**config.mk**
```make
export PLATFORM = sky130hd
export DESIGN_NAME = data_write_sched_flat
export DESIGN_NICKNAME = d
export VERILOG_FILES = /design/src/rtl/data_write_sched_if.sv /design/src/rtl/data_write_sched.sv /design/src/flat_wrapper.sv
export SDC_FILE = /design/constraint.sdc
export NUM_CORES = 1
export LEC_CHECK = 0
export CAP_MARGIN = 20
export CORE_AREA = 2 2 97 99
export DETAILED_ROUTE_END_ITERATION = 8
export DIE_AREA = 0 0 99 101
export DONT_BUFFER_PORTS = 1
export PLACE_DENSITY_LB_ADDON = 0.3
export SYNTH_ARGS = -nofsm -noshare
export SYNTH_HDL_FRONTEND = slang
export SYNTH_SLANG_ARGS = --single-unit
```
**constraint.sdc**
```tcl
create_clock -name clock -period 6.72 [get_ports clock]
set_input_delay 1.344 -clock clock [delete_from_list [all_inputs] [get_ports clock]]
set_output_delay 1.344 -clock clock [all_outputs]
set_load 0.05 [all_outputs]
```
**src/rtl/data_write_sched_if.sv**
```systemverilog
// Bus bundle for data_write_sched: refill input (in0), store input (in1)
// and the registered write toward the data array.
// slave  : seen from the scheduler.
// master : seen from whatever drives the requesters and sinks the write.
interface data_write_sched_if;
   logic        io_in_0_valid;
   logic        io_in_0_ready;
   logic [3:0]  io_in_0_bits_way_en;
   logic [11:0] io_in_0_bits_addr;
   logic [63:0] io_in_0_bits_data;
   logic        io_in_0_bits_last;

   logic        io_in_1_valid;
   logic        io_in_1_ready;
   logic [3:0]  io_in_1_bits_way_en;
   logic [11:0] io_in_1_bits_addr;
   logic [63:0] io_in_1_bits_data;

   logic        io_out_ready;
   logic        io_out_valid;
   logic [3:0]  io_out_bits_way_en;
   logic [11:0] io_out_bits_addr;
   logic [63:0] io_out_bits_data;
   logic        io_out_bits_src;

   modport slave (
      input  io_in_0_valid, io_in_0_bits_way_en, io_in_0_bits_addr,
             io_in_0_bits_data, io_in_0_bits_last,
      output io_in_0_ready,
      input  io_in_1_valid, io_in_1_bits_way_en, io_in_1_bits_addr,
             io_in_1_bits_data,
      output io_in_1_ready,
      input  io_out_ready,
      output io_out_valid, io_out_bits_way_en, io_out_bits_addr,
             io_out_bits_data, io_out_bits_src
   );

   modport master (
      output io_in_0_valid, io_in_0_bits_way_en, io_in_0_bits_addr,
             io_in_0_bits_data, io_in_0_bits_last,
      input  io_in_0_ready,
      output io_in_1_valid, io_in_1_bits_way_en, io_in_1_bits_addr,
             io_in_1_bits_data,
      input  io_in_1_ready,
      output io_out_ready,
      input  io_out_valid, io_out_bits_way_en, io_out_bits_addr,
             io_out_bits_data, io_out_bits_src
   );
endinterface

```
**src/rtl/data_write_sched.sv**
```systemverilog
// data_write_sched: arbitrates refill beats (in0) and store writes (in1) into
// a single registered write stage toward the data array. Refill wins in
// arbitration and owns the port for the whole burst once it has started.
// Optional macro DATA_WRITE_SCHED_STARVE_EN adds a starvation guard: once the
// store has waited STARVE_LIMIT cycles it is granted ahead of a refill
// (outside bursts only).
module data_write_sched #(
   parameter int unsigned STARVE_LIMIT = 8
) (
   input  logic              clock,
   input  logic              reset,
   data_write_sched_if.slave io
);

   typedef enum logic [0:0] {
      ARB   = 1'b0,
      BURST = 1'b1
   } state_e;

   state_e      state_q, state_d;
   logic        out_valid_q, out_valid_d;
   logic        src_q, src_d;
   logic [3:0]  way_en_q, way_en_d;
   logic [11:0] addr_q, addr_d;
   logic [63:0] data_q, data_d;

   logic        stage_ready_s;
   logic        grant_0_s, grant_1_s;
   logic        ready_0_s, ready_1_s;
   logic        fire_0_s, fire_1_s;
   logic        starve_hit_s;

`ifdef DATA_WRITE_SCHED_STARVE_EN
   localparam logic [3:0] LIMIT = 4'(STARVE_LIMIT);
   logic [3:0]  starve_cnt_q, starve_cnt_d;
`endif

   // Grant, handshake, next state, stage load and starvation counter.
   always_comb begin
      stage_ready_s = ~out_valid_q | io.io_out_ready;
      starve_hit_s  = 1'b0;
`ifdef DATA_WRITE_SCHED_STARVE_EN
      starve_hit_s  = (starve_cnt_q == LIMIT) & io.io_in_1_valid;
`endif
      grant_0_s = 1'b0;
      grant_1_s = 1'b0;
      case (state_q)
         ARB: begin
            grant_0_s = io.io_in_0_valid & ~starve_hit_s;
            grant_1_s = ~grant_0_s;
         end
         BURST: begin
            grant_0_s = 1'b1;
            grant_1_s = 1'b0;
         end
         default: begin
            grant_0_s = 1'b0;
            grant_1_s = 1'b0;
         end
      endcase
      ready_0_s = grant_0_s & stage_ready_s;
      ready_1_s = grant_1_s & stage_ready_s;
      fire_0_s  = io.io_in_0_valid & ready_0_s;
      fire_1_s  = io.io_in_1_valid & ready_1_s;

      state_d = state_q;
      case (state_q)
         ARB: begin
            if (fire_0_s && !io.io_in_0_bits_last) state_d = BURST;
            else                                  state_d = ARB;
         end
         BURST: begin
            if (fire_0_s && io.io_in_0_bits_last) state_d = ARB;
            else                                 state_d = BURST;
         end
         default: state_d = ARB;
      endcase

      out_valid_d = out_valid_q;
      src_d       = src_q;
      way_en_d    = way_en_q;
      addr_d      = addr_q;
      data_d      = data_q;
      if (fire_0_s) begin
         out_valid_d = 1'b1;
         src_d       = 1'b0;
         way_en_d    = io.io_in_0_bits_way_en;
         addr_d      = io.io_in_0_bits_addr;
         data_d      = io.io_in_0_bits_data;
      end else if (fire_1_s) begin
         out_valid_d = 1'b1;
         src_d       = 1'b1;
         way_en_d    = io.io_in_1_bits_way_en;
         addr_d      = io.io_in_1_bits_addr;
         data_d      = io.io_in_1_bits_data;
      end else if (io.io_out_ready) begin
         out_valid_d = 1'b0;
      end else begin
         out_valid_d = out_valid_q;
      end

`ifdef DATA_WRITE_SCHED_STARVE_EN
      // Counts consecutive blocked cycles of a waiting store.
      if (!io.io_in_1_valid || fire_1_s) starve_cnt_d = 4'd0;
      else if (starve_cnt_q < LIMIT)     starve_cnt_d = starve_cnt_q + 4'd1;
      else                               starve_cnt_d = starve_cnt_q;
`endif
   end

   // Control state: FSM, stage valid, source tag and starvation counter.
   always_ff @(posedge clock or posedge reset) begin
      if (reset) begin
         state_q      <= ARB;
         out_valid_q  <= 1'b0;
         src_q        <= 1'b0;
`ifdef DATA_WRITE_SCHED_STARVE_EN
         starve_cnt_q <= 4'd0;
`endif
      end else begin
         state_q      <= state_d;
         out_valid_q  <= out_valid_d;
         src_q        <= src_d;
`ifdef DATA_WRITE_SCHED_STARVE_EN
         starve_cnt_q <= starve_cnt_d;
`endif
      end
   end

   // Payload holding register; contents are meaningless while the stage is empty.
   always_ff @(posedge clock) begin
      way_en_q <= way_en_d;
      addr_q   <= addr_d;
      data_q   <= data_d;
   end

   assign io.io_in_0_ready      = ready_0_s;
   assign io.io_in_1_ready      = ready_1_s;
   assign io.io_out_valid       = out_valid_q;
   assign io.io_out_bits_src    = src_q;
   assign io.io_out_bits_way_en = way_en_q;
   assign io.io_out_bits_addr   = addr_q;
   assign io.io_out_bits_data   = data_q;

endmodule

```
**src/flat_wrapper.sv**
```systemverilog
// flat-port wrapper written by rule: the top's interface ports become plain ports
module data_write_sched_flat 
#(
   parameter int unsigned STARVE_LIMIT = 8
)
  (clock, reset, io_io_in_0_valid, io_io_in_0_bits_way_en, io_io_in_0_bits_addr, io_io_in_0_bits_data, io_io_in_0_bits_last, io_io_in_0_ready, io_io_in_1_valid, io_io_in_1_bits_way_en, io_io_in_1_bits_addr, io_io_in_1_bits_data, io_io_in_1_ready, io_io_out_ready, io_io_out_valid, io_io_out_bits_way_en, io_io_out_bits_addr, io_io_out_bits_data, io_io_out_bits_src);
  data_write_sched_if io_i ();
  input  logic clock;
  input  logic reset;
  input wire logic [$bits(io_i.io_in_0_valid)-1:0] io_io_in_0_valid;
  input wire logic [$bits(io_i.io_in_0_bits_way_en)-1:0] io_io_in_0_bits_way_en;
  input wire logic [$bits(io_i.io_in_0_bits_addr)-1:0] io_io_in_0_bits_addr;
  input wire logic [$bits(io_i.io_in_0_bits_data)-1:0] io_io_in_0_bits_data;
  input wire logic [$bits(io_i.io_in_0_bits_last)-1:0] io_io_in_0_bits_last;
  output wire logic [$bits(io_i.io_in_0_ready)-1:0] io_io_in_0_ready;
  input wire logic [$bits(io_i.io_in_1_valid)-1:0] io_io_in_1_valid;
  input wire logic [$bits(io_i.io_in_1_bits_way_en)-1:0] io_io_in_1_bits_way_en;
  input wire logic [$bits(io_i.io_in_1_bits_addr)-1:0] io_io_in_1_bits_addr;
  input wire logic [$bits(io_i.io_in_1_bits_data)-1:0] io_io_in_1_bits_data;
  output wire logic [$bits(io_i.io_in_1_ready)-1:0] io_io_in_1_ready;
  input wire logic [$bits(io_i.io_out_ready)-1:0] io_io_out_ready;
  output wire logic [$bits(io_i.io_out_valid)-1:0] io_io_out_valid;
  output wire logic [$bits(io_i.io_out_bits_way_en)-1:0] io_io_out_bits_way_en;
  output wire logic [$bits(io_i.io_out_bits_addr)-1:0] io_io_out_bits_addr;
  output wire logic [$bits(io_i.io_out_bits_data)-1:0] io_io_out_bits_data;
  output wire logic [$bits(io_i.io_out_bits_src)-1:0] io_io_out_bits_src;
  assign io_i.io_in_0_valid = io_io_in_0_valid;
  assign io_i.io_in_0_bits_way_en = io_io_in_0_bits_way_en;
  assign io_i.io_in_0_bits_addr = io_io_in_0_bits_addr;
  assign io_i.io_in_0_bits_data = io_io_in_0_bits_data;
  assign io_i.io_in_0_bits_last = io_io_in_0_bits_last;
  assign io_io_in_0_ready = io_i.io_in_0_ready;
  assign io_i.io_in_1_valid = io_io_in_1_valid;
  assign io_i.io_in_1_bits_way_en = io_io_in_1_bits_way_en;
  assign io_i.io_in_1_bits_addr = io_io_in_1_bits_addr;
  assign io_i.io_in_1_bits_data = io_io_in_1_bits_data;
  assign io_io_in_1_ready = io_i.io_in_1_ready;
  assign io_i.io_out_ready = io_io_out_ready;
  assign io_io_out_valid = io_i.io_out_valid;
  assign io_io_out_bits_way_en = io_i.io_out_bits_way_en;
  assign io_io_out_bits_addr = io_i.io_out_bits_addr;
  assign io_io_out_bits_data = io_i.io_out_bits_data;
  assign io_io_out_bits_src = io_i.io_out_bits_src;
  data_write_sched #(.STARVE_LIMIT(STARVE_LIMIT)) u_core (.clock(clock), .reset(reset), .io(io_i));
endmodule
```
==> run summary, run 1 <==
First drt pass iteration count -> 4
Worst-path fanout max -> 4
Die area -> 9999 µm²
Hold Buf Count CTS -> 0
Peak supply drop -> 0.1213 mV
Worst path cell trace -> and2b_1 > nor2_1
DR vias/cell -> 5.516
YS warnings -> 0
Number of enable flip-flop cells after synthesis -> 80
CTS sink cnt -> 83
Final TNS setup -> 0 ns
Family with the most delay on the worst path -> simple AND/OR/NAND/NOR gates
Critical Path Start -> io_io_out_ready
Post-CTS Setup Repair Bufs -> 0
Outcome -> completed
Fillers -> 728
Via count -> 1,699
Worst Tran Pin Value -> 0.9145 ns
Final Hold Fails -> 0
Area leader, netlist -> edfxtp_1
Worst-path clk slew -> 0.08 ns
Routed WL -> 7.283 mm
Worst-skew pair later-pin latency -> 0.33 ns
CP bufs+invs -> 0
Met2 Resource Use GR -> 23.08%
Crit path DAT -> 2.30 ns
R2R setup slack -> 4.54 ns
Worst path slowest cell -> nor2_1
First-pass GRT wire length -> 9.880 mm
Worst hold margin -> 0.6298 ns
Initial antenna violation count -> 0
Largest net degree at the start of global routing -> 81
Max-slew violation count -> 0
Worst EP required -> 5.38 ns
Synth top area share -> 62.00%
Met1 Resource Use GR -> 14.16%
Drt wl/cell -> 23.65 µm
Met3 usage -> 6.241%
Drt drc -> 0
# diodes -> 0
Nets -> 358
ANT nets after route -> 0
Asr flop ratio synth -> 3.614%
Crit. End Element -> primary output
DP Area -> 3939 µm²
All-Layer GR Usage -> 13.35%
Post-Syn Area -> 3875 µm²
HPWL after detailed placement -> 5.399 mm
Max_slew headroom -> 38.81%
Via count of the first global-routing pass -> 1,760
Max-cap violations -> 0
CTS tree -> done
Yosys reg bits -> 83
Main synth FF type -> edfxtp_1
Final setup fails -> 0
Synth top area cells -> edfxtp_1 (62%), mux2_4 (31%), buf_6 (2.3%), dfrtp_1 (1.9%), nand2_8 (0.52%)
Layout Utilization -> 46.45%
Post-route clock period utilization -> 54.17%
Fin Clk Skew -> 0.008244 ns
Layout cells sized above 1 -> 50.25%
RSZ-0062 raised after global routing -> no
Critical path type -> input port to primary output
Initial Util -> 43.16%
CTS Buf Count -> 9
H-tree levels -> 3
Mapped Cells -> 187
Max Fclk -> 0.2747 GHz
Area growth, synth to finish -> 7.620%
Core area -> 8977 µm²
Min Tclk post-route -> 3.640 ns
Clock root cell -> clkbuf_8
Routability Congestion -> 0.8100
Tot Pwr -> 1.317 mW
R2R Path Start -> u_core.io.io_out_valid
I/O Pins -> 250
Syn avg cell area -> 20.72 µm²
Die Ht -> 101 µm
Worst min-delay path class -> register to register
CTS resizes -> 0
CP max stage delay -> 0.73 ns
Most instantiated cells after synthesis -> edfxtp_1 (80), mux2_4 (80), buf_6 (8), nor2_1 (4)
Grt peak-use layer -> met2
Cell row count -> 35
Design area -> 4170 µm²
Setup crit start kind -> input port
PwrDens -> 315.8 nW/µm²
Distinct cells, synth -> 15
Die width -> 99 µm
Syn Nets -> 353
Leak -> 1.665 nW
Seq/Total Area, Yosys -> 63.93%
Port bufs -> 0
Total grt overflow -> 0
Number of buffers on the longest clock path -> 2
DRT iter0 DRCs -> 75
registers in the layout, summed over array words and instances, names as in the netlist, named ones only:
register	cells
u_core.io.io_out_valid	1
u_core.io.io_out_bits_addr	12
u_core.io.io_out_bits_data	64
u_core.io.io_out_bits_way_en	4
u_core.io.io_out_bits_src	1
report_power, final:
group	switching [mW]	leakage, nW	internal [mW]
sequential	0.173	0.801	0.632
combinational	0.0580	0.764	0.0770
clock	0.166	0.101	0.211
per-stage QoR:
step	setup WS (ns)	cells
after detailed placement	3.079	291
final	3.080	308
after global routing	3.034	308
after global placement	3.115	291
after floorplan	1.280	187
after CTS	3.079	307
worst paths after layout:
check | end | cells after the start
max in group asynchronous | u_core.io.io_out_bits_src | 1
setup reg to reg | u_core.io.io_out_bits_data[38] | 3
hold reg to reg | register | 2
setup / recovery | io_io_in_0_ready | 2
hold / removal | register | 2
min in group asynchronous | u_core.io.io_out_valid | 1
kinds of logic after synthesis:
group | Yosys count | share of synthesized area (%)
AO/OA/AOI/OAI | 4 | 0.5489
buffers and inverters | 10 | 2.616
flip-flops | 83 | 63.93
multiplexers | 80 | 31.00
AND/OR/NAND/NOR | 10 | 1.905
metal layers:
| layer | share of wire, % | routed length, µm | vias to the layer above |
|---|---|---|---|
| li1 | - | - | 734 |
| met1 | 36 | 2615 | 817 |
| met2 | 54 | 3900 | 140 |
| met3 | 8.7 | 637 | 8 |
| met4 | 1.8 | 129 | 0 |
| met5 | 0 | 0 | - |
cells in the final DEF (no fill, tap or decap):
master	synthesis	layout
nor2_1	4	3
clkbuf_8	0	9
or3_1	1	1
a21oi_1	3	3
clkinvlp_4	0	1
clkinv_4	0	1
inv_1	1	1
nor2_4	0	1
buf_12	0	1
clkbuf_1	0	3
nand2b_4	1	1
edfxtp_1	80	80
dfrtp_1	3	3
nand2_8	1	1
nor3_1	1	1
and2b_1	1	1
nor2b_1	1	1
buf_4	1	2
a31oi_1	1	1
mux2_4	80	80
bufinv_16	0	2
layout make-up:
type                       instances  area [µm²]  share of cell area [%]
sequential                        83        2477                   59.41
multi-input combinational         94        1304                   31.26
clock inverter                     4       76.32                   1.830
tap                              111       138.9                   3.330
timing repair buffer               3       35.03                  0.8401
inverter                           1       3.754                 0.09001
clock buffer                      12       135.1                   3.240
Note: power is estimated with default switching activity, not from simulation.
==> inputs of run 2 (changes only) <==
==> constraint.sdc (replaced) <==
create_clock -name clock -period 3.8 [get_ports clock]
set_input_delay 0.76 -clock clock [delete_from_list [all_inputs] [get_ports clock]]
set_output_delay 0.76 -clock clock [all_outputs]
set_load 0.05 [all_outputs]
==> run summary, run 2 (synthesized netlist as in run 1, its figures left out) <==
Peak supply drop -> 0.2103 mV
Max-slew violation count -> 0
CP Depth -> 2
CTS Buf Count -> 9
Fin Clk Skew -> 0.009338 ns
Post-route clock period utilization -> 72.78%
Core area -> 8977 µm²
Crit path DAT -> 2.01 ns
DP Area -> 3946 µm²
Clock power share -> 24.1%
Leak -> 1.639 nW
Clock root cell -> clkbuf_8
Initial Util -> 43.16%
P_sw -> 705.9 µW
Drt drc -> 0
Final Hold Fails -> 0
Worst-path fanout max -> 4
DR vias/cell -> 5.498
Setup crit start kind -> register
Layout cells sized above 1 -> 51.02%
PwrDens -> 532.6 nW/µm²
Port bufs -> 0
First drt pass iteration count -> 4
First-pass GRT wire length -> 10.01 mm
Max_slew headroom -> 39.11%
Worst min-delay path class -> input port to asynchronous set/reset pin
CTS sink cnt -> 83
CTS tree -> done
Max-cap violations -> 0
Largest net degree at the start of global routing -> 81
Via count of the first global-routing pass -> 1,813
All-Layer GR Usage -> 13.44%
Worst EP required -> 3.04 ns
Worst-skew pair later-pin latency -> 0.34 ns
Hold Buf Count CTS -> 0
Die area -> 9999 µm²
Nets -> 358
Initial antenna violation count -> 0
Routed WL -> 7.328 mm
Max FFs per register -> 64
Die Ht -> 101 µm
Outcome -> completed
I/O Pins -> 250
Final setup fails -> 0
Routability Congestion -> 0.6991
ANT nets after route -> 0
Combinational share of power -> 10.7%
Final TNS setup -> 0 ns
R2r worst-path depth -> 3
# diodes -> 0
DRT iter0 DRCs -> 40
Drt wl/cell -> 23.87 µm
Family with the most delay on the worst path -> simple AND/OR/NAND/NOR gates
RSZ-0062 raised after global routing -> no
Area growth, synth to finish -> 5.909%
Max Fclk -> 0.3616 GHz
H-tree levels -> 3
Internal -> 1.480 mW
Die width -> 99 µm
Worst path cell trace -> and2b_1 > nor2_1
Number of buffers on the longest clock path -> 2
CP bufs+invs -> 0
Worst-path clk slew -> 0.08 ns
Sequential Power Share -> 65.2%
CTS resizes -> 0
Worst path slowest cell -> nor2_1
Worst Tran Pin Value -> 0.9101 ns
Design area -> 4104 µm²
Via count -> 1,688
Most frequent cells in the layout -> mux2_4 (80), edfxtp_1 (80), clkbuf_8 (9)
Cell row count -> 35
Crit. End Element -> primary output
Total grt overflow -> 0
HPWL after detailed placement -> 5.427 mm
Min Tclk post-route -> 2.766 ns
Switching fraction of total power -> 32.30%
Post-CTS Setup Repair Bufs -> 0
Critical path type -> register to primary output
CP max stage delay -> 0.72 ns
run 2: area by class of cell:
type | count | area (µm²)
inverter | 1 | 3.754
timing repair buffer | 3 | 22.52
clock buffer | 9 | 123.9
multi-input combinational | 94 | 1304
tap | 111 | 138.9
clock inverter | 6 | 33.78
sequential | 83 | 2477
fill | 724 | 4873
run 2: stage by stage:
step	std cells	utilization [%]	total power, mW	hold slack (ns)	worst slack, ns
6_report	307	45.71	2.186	0.1633	1.034
5_1_grt	307	45.71	2.267	0.1510	0.9508
4_1_cts	307	45.71	2.220	0.1409	1.002
3_5_place_dp	292	43.96	1.683	0.5298	1.352
3_3_place_gp	292	43.96	1.671	0.5245	1.356
2_1_floorplan	187	-	1.647	0.5136	0.3036
run 2: final timing paths:
check | start | to | slack, ns
worst max-delay path | u_core.io.io_out_valid | io_io_in_0_ready | 1.03
worst min-delay path | reset | u_core.io.io_out_valid | 0.16
worst max register to register | u_core.io.io_out_valid | u_core.io.io_out_bits_data[5] | 1.60
worst min register to register | register | register | 0.64
max in group asynchronous | reset | asynchronous set/reset pin | 3.51
min in group clock | io_io_in_0_valid | u_core.io.io_out_bits_src | 0.50
run 2: layer usage:
layer | vias up | wire length, µm | GRT usage (%)
li1 | 731 | - | -
met1 | 809 | 2425 | 13.54
met2 | 140 | 4008 | 24.01
met3 | 8 | 780 | 6.311
met4 | 0 | 113 | 5.374
met5 | - | 0 | 0
run 2: power groups by stage:
stage / clock (mW) / sequential, mW / combinational [mW]
after floorplan: 0 / 1.43 / 0.213
after global placement: 0 / 1.45 / 0.225
after detailed placement: 0 / 1.45 / 0.237
after CTS: 0.556 / 1.43 / 0.237
after global routing: 0.584 / 1.43 / 0.251
final: 0.527 / 1.42 / 0.234
==> inputs of run 3 (changes only) <==
==> constraint.sdc (replaced) <==
create_clock -name clock -period 2.4 [get_ports clock]
set_input_delay 0.48 -clock clock [delete_from_list [all_inputs] [get_ports clock]]
set_output_delay 0.48 -clock clock [all_outputs]
set_load 0.05 [all_outputs]
==> run summary, run 3 (synthesized netlist as in run 1, its figures left out) <==
Via count of the first global-routing pass -> 1,791
Worst min-delay path class -> input port to register
Final Hold Fails -> 0
Internal -> 2.476 mW
Worst-path fanout max -> 4
Max_slew headroom -> 64.18%
Max Fclk -> 0.4928 GHz
Final TNS setup -> 0 ns
Routability Congestion -> 0.7111
CP max stage delay -> 0.54 ns
HPWL after detailed placement -> 5.471 mm
Clock root cell -> clkbuf_8
First-pass GRT wire length -> 9.963 mm
Drt wl/cell -> 23.60 µm
Switching fraction of total power -> 31.89%
Combinational share of power -> 10.5%
Worst hold margin -> 0.2132 ns
Core area -> 8977 µm²
DRT iter0 DRCs -> 50
DP Area -> 3995 µm²
Die Ht -> 101 µm
Setup crit start kind -> register
Largest net degree at the start of global routing -> 43
Worst path cell trace -> and2b_1 > nor3_1 > buf_4
Worst Tran Pin Value -> 0.5384 ns
Fin Clk Skew -> 0.008994 ns
Max-slew violation count -> 0
PwrDens -> 864.5 nW/µm²
Outcome -> completed
Min Tclk post-route -> 2.029 ns
Max-cap violations -> 0
Peak supply drop -> 0.3429 mV
Crit. End Element -> primary output
I/O Pins -> 250
Fillers -> 734
Total grt overflow -> 0
Die width -> 99 µm
All-Layer GR Usage -> 13.36%
Nets -> 362
Clock power share -> 27.4%
Area growth, synth to finish -> 8.524%
Crit path DAT -> 1.55 ns
ANT nets after route -> 0
H-tree levels -> 3
Sequential Power Share -> 62.0%
Port bufs -> 0
Worst path slowest cell -> dfrtp_2
# diodes -> 0
Worst-path clk slew -> 0.08 ns
Most frequent cells in the layout -> mux2_4 (80), edfxtp_1 (80), clkbuf_8 (9)
P_sw -> 1.159 mW
Routed WL -> 7.364 mm
First drt pass iteration count -> 4
Worst EP required -> 1.92 ns
Final setup fails -> 0
Cell row count -> 35
Critical path type -> register to primary output
Initial Util -> 43.16%
Worst-skew pair later-pin latency -> 0.34 ns
Via count -> 1,691
Die area -> 9999 µm²
CTS Buf Count -> 9
Number of buffers on the longest clock path -> 2
CTS sink cnt -> 83
Post-route clock period utilization -> 84.55%
CTS tree -> done
Initial antenna violation count -> 0
Placed instance count -> 295
Max FFs per register -> 64
Design area -> 4205 µm²
Layout cells sized above 1 -> 52.74%
Fin cells -> 312
DR vias/cell -> 5.420
Drt drc -> 0
Leak -> 1.685 nW
RSZ-0062 raised after global routing -> no
run 3: cell count changes in the layout (fill, tap and decap cells not counted), sizes merged:
cell / previous run / this run
inv: 1 / 3
buf: 3 / 6
clkinv: 4 / 2
bufinv: 0 / 1
dlygate4sd3: 0 / 1
run 3: timing repair:
action / in CTS / in global routing
hold buffers: 1 / 0
hold endpoints to repair: 3 / 0
resized for setup: 0 / 0
buffers inserted: 0 / 0
run 3: per-stage QoR:
step	utilization, %	setup WS [ns]	power, mW
6_report	46.84	0.3709	3.635
5_1_grt	46.84	0.2483	3.770
4_1_cts	46.84	0.3259	3.688
3_5_place_dp	44.50	0.6688	2.676
3_3_place_gp	44.50	0.7218	2.657
2_1_floorplan	-	0.02816	2.606
run 3: worst max-delay path: cells and delay by family, from the launching register on:
kind | cells | cell delay, ns
DFF | 1 | 0.54
and+or+nand+nor | 2 | 0.44
buffers and inverters | 1 | 0.23
run 3: path summary, 6_finish.rpt:
path,startpoint,end,slack [ns],cells after the start
worst min-delay path,io_io_in_0_valid,u_core.io.io_out_bits_src,0.21,1
min in group asynchronous,reset,u_core.io.io_out_valid,0.45,2
max in group asynchronous,reset,u_core.io.io_out_valid,1.80,2
worst max-delay path,u_core.io.io_out_valid,io_io_in_1_ready,0.37,3
worst max register to register,u_core.io.io_out_valid,u_core.io.io_out_bits_data[59],0.65,3
worst min register to register,register,register,0.64,2
run 3: final cells by class:
| cell class | instances | area, µm² | share of cell area [%] |
|---|---|---|---|
| Clock buffer | 9 | 123.9 | 2.946 |
| Tap cell | 111 | 138.9 | 3.303 |
| Clock inverter | 7 | 76.32 | 1.815 |
| Sequential cell | 83 | 2479 | 58.94 |
| Multi-Input combinational cell | 94 | 1304 | 31.00 |
| Timing Repair Buffer | 7 | 80.08 | 1.904 |
| Inverter | 1 | 3.754 | 0.08926 |
run 3: power by group through the flow:
stage               combinational, mW  clock, mW  sequential, mW
detailed placement              0.386          0            2.29
global placement                0.366          0            2.29
finish                          0.383      0.997            2.26
floorplan                       0.339          0            2.27
global route                    0.408       1.09            2.27
CTS                             0.388       1.04            2.26
run 3: layer usage:
layer | wire [µm] | global-route usage (%)
met1 | 2630 | 14.28
met2 | 3900 | 23.34
met3 | 685 | 4.924
met4 | 147 | 6.533
met5 | 0 | 0
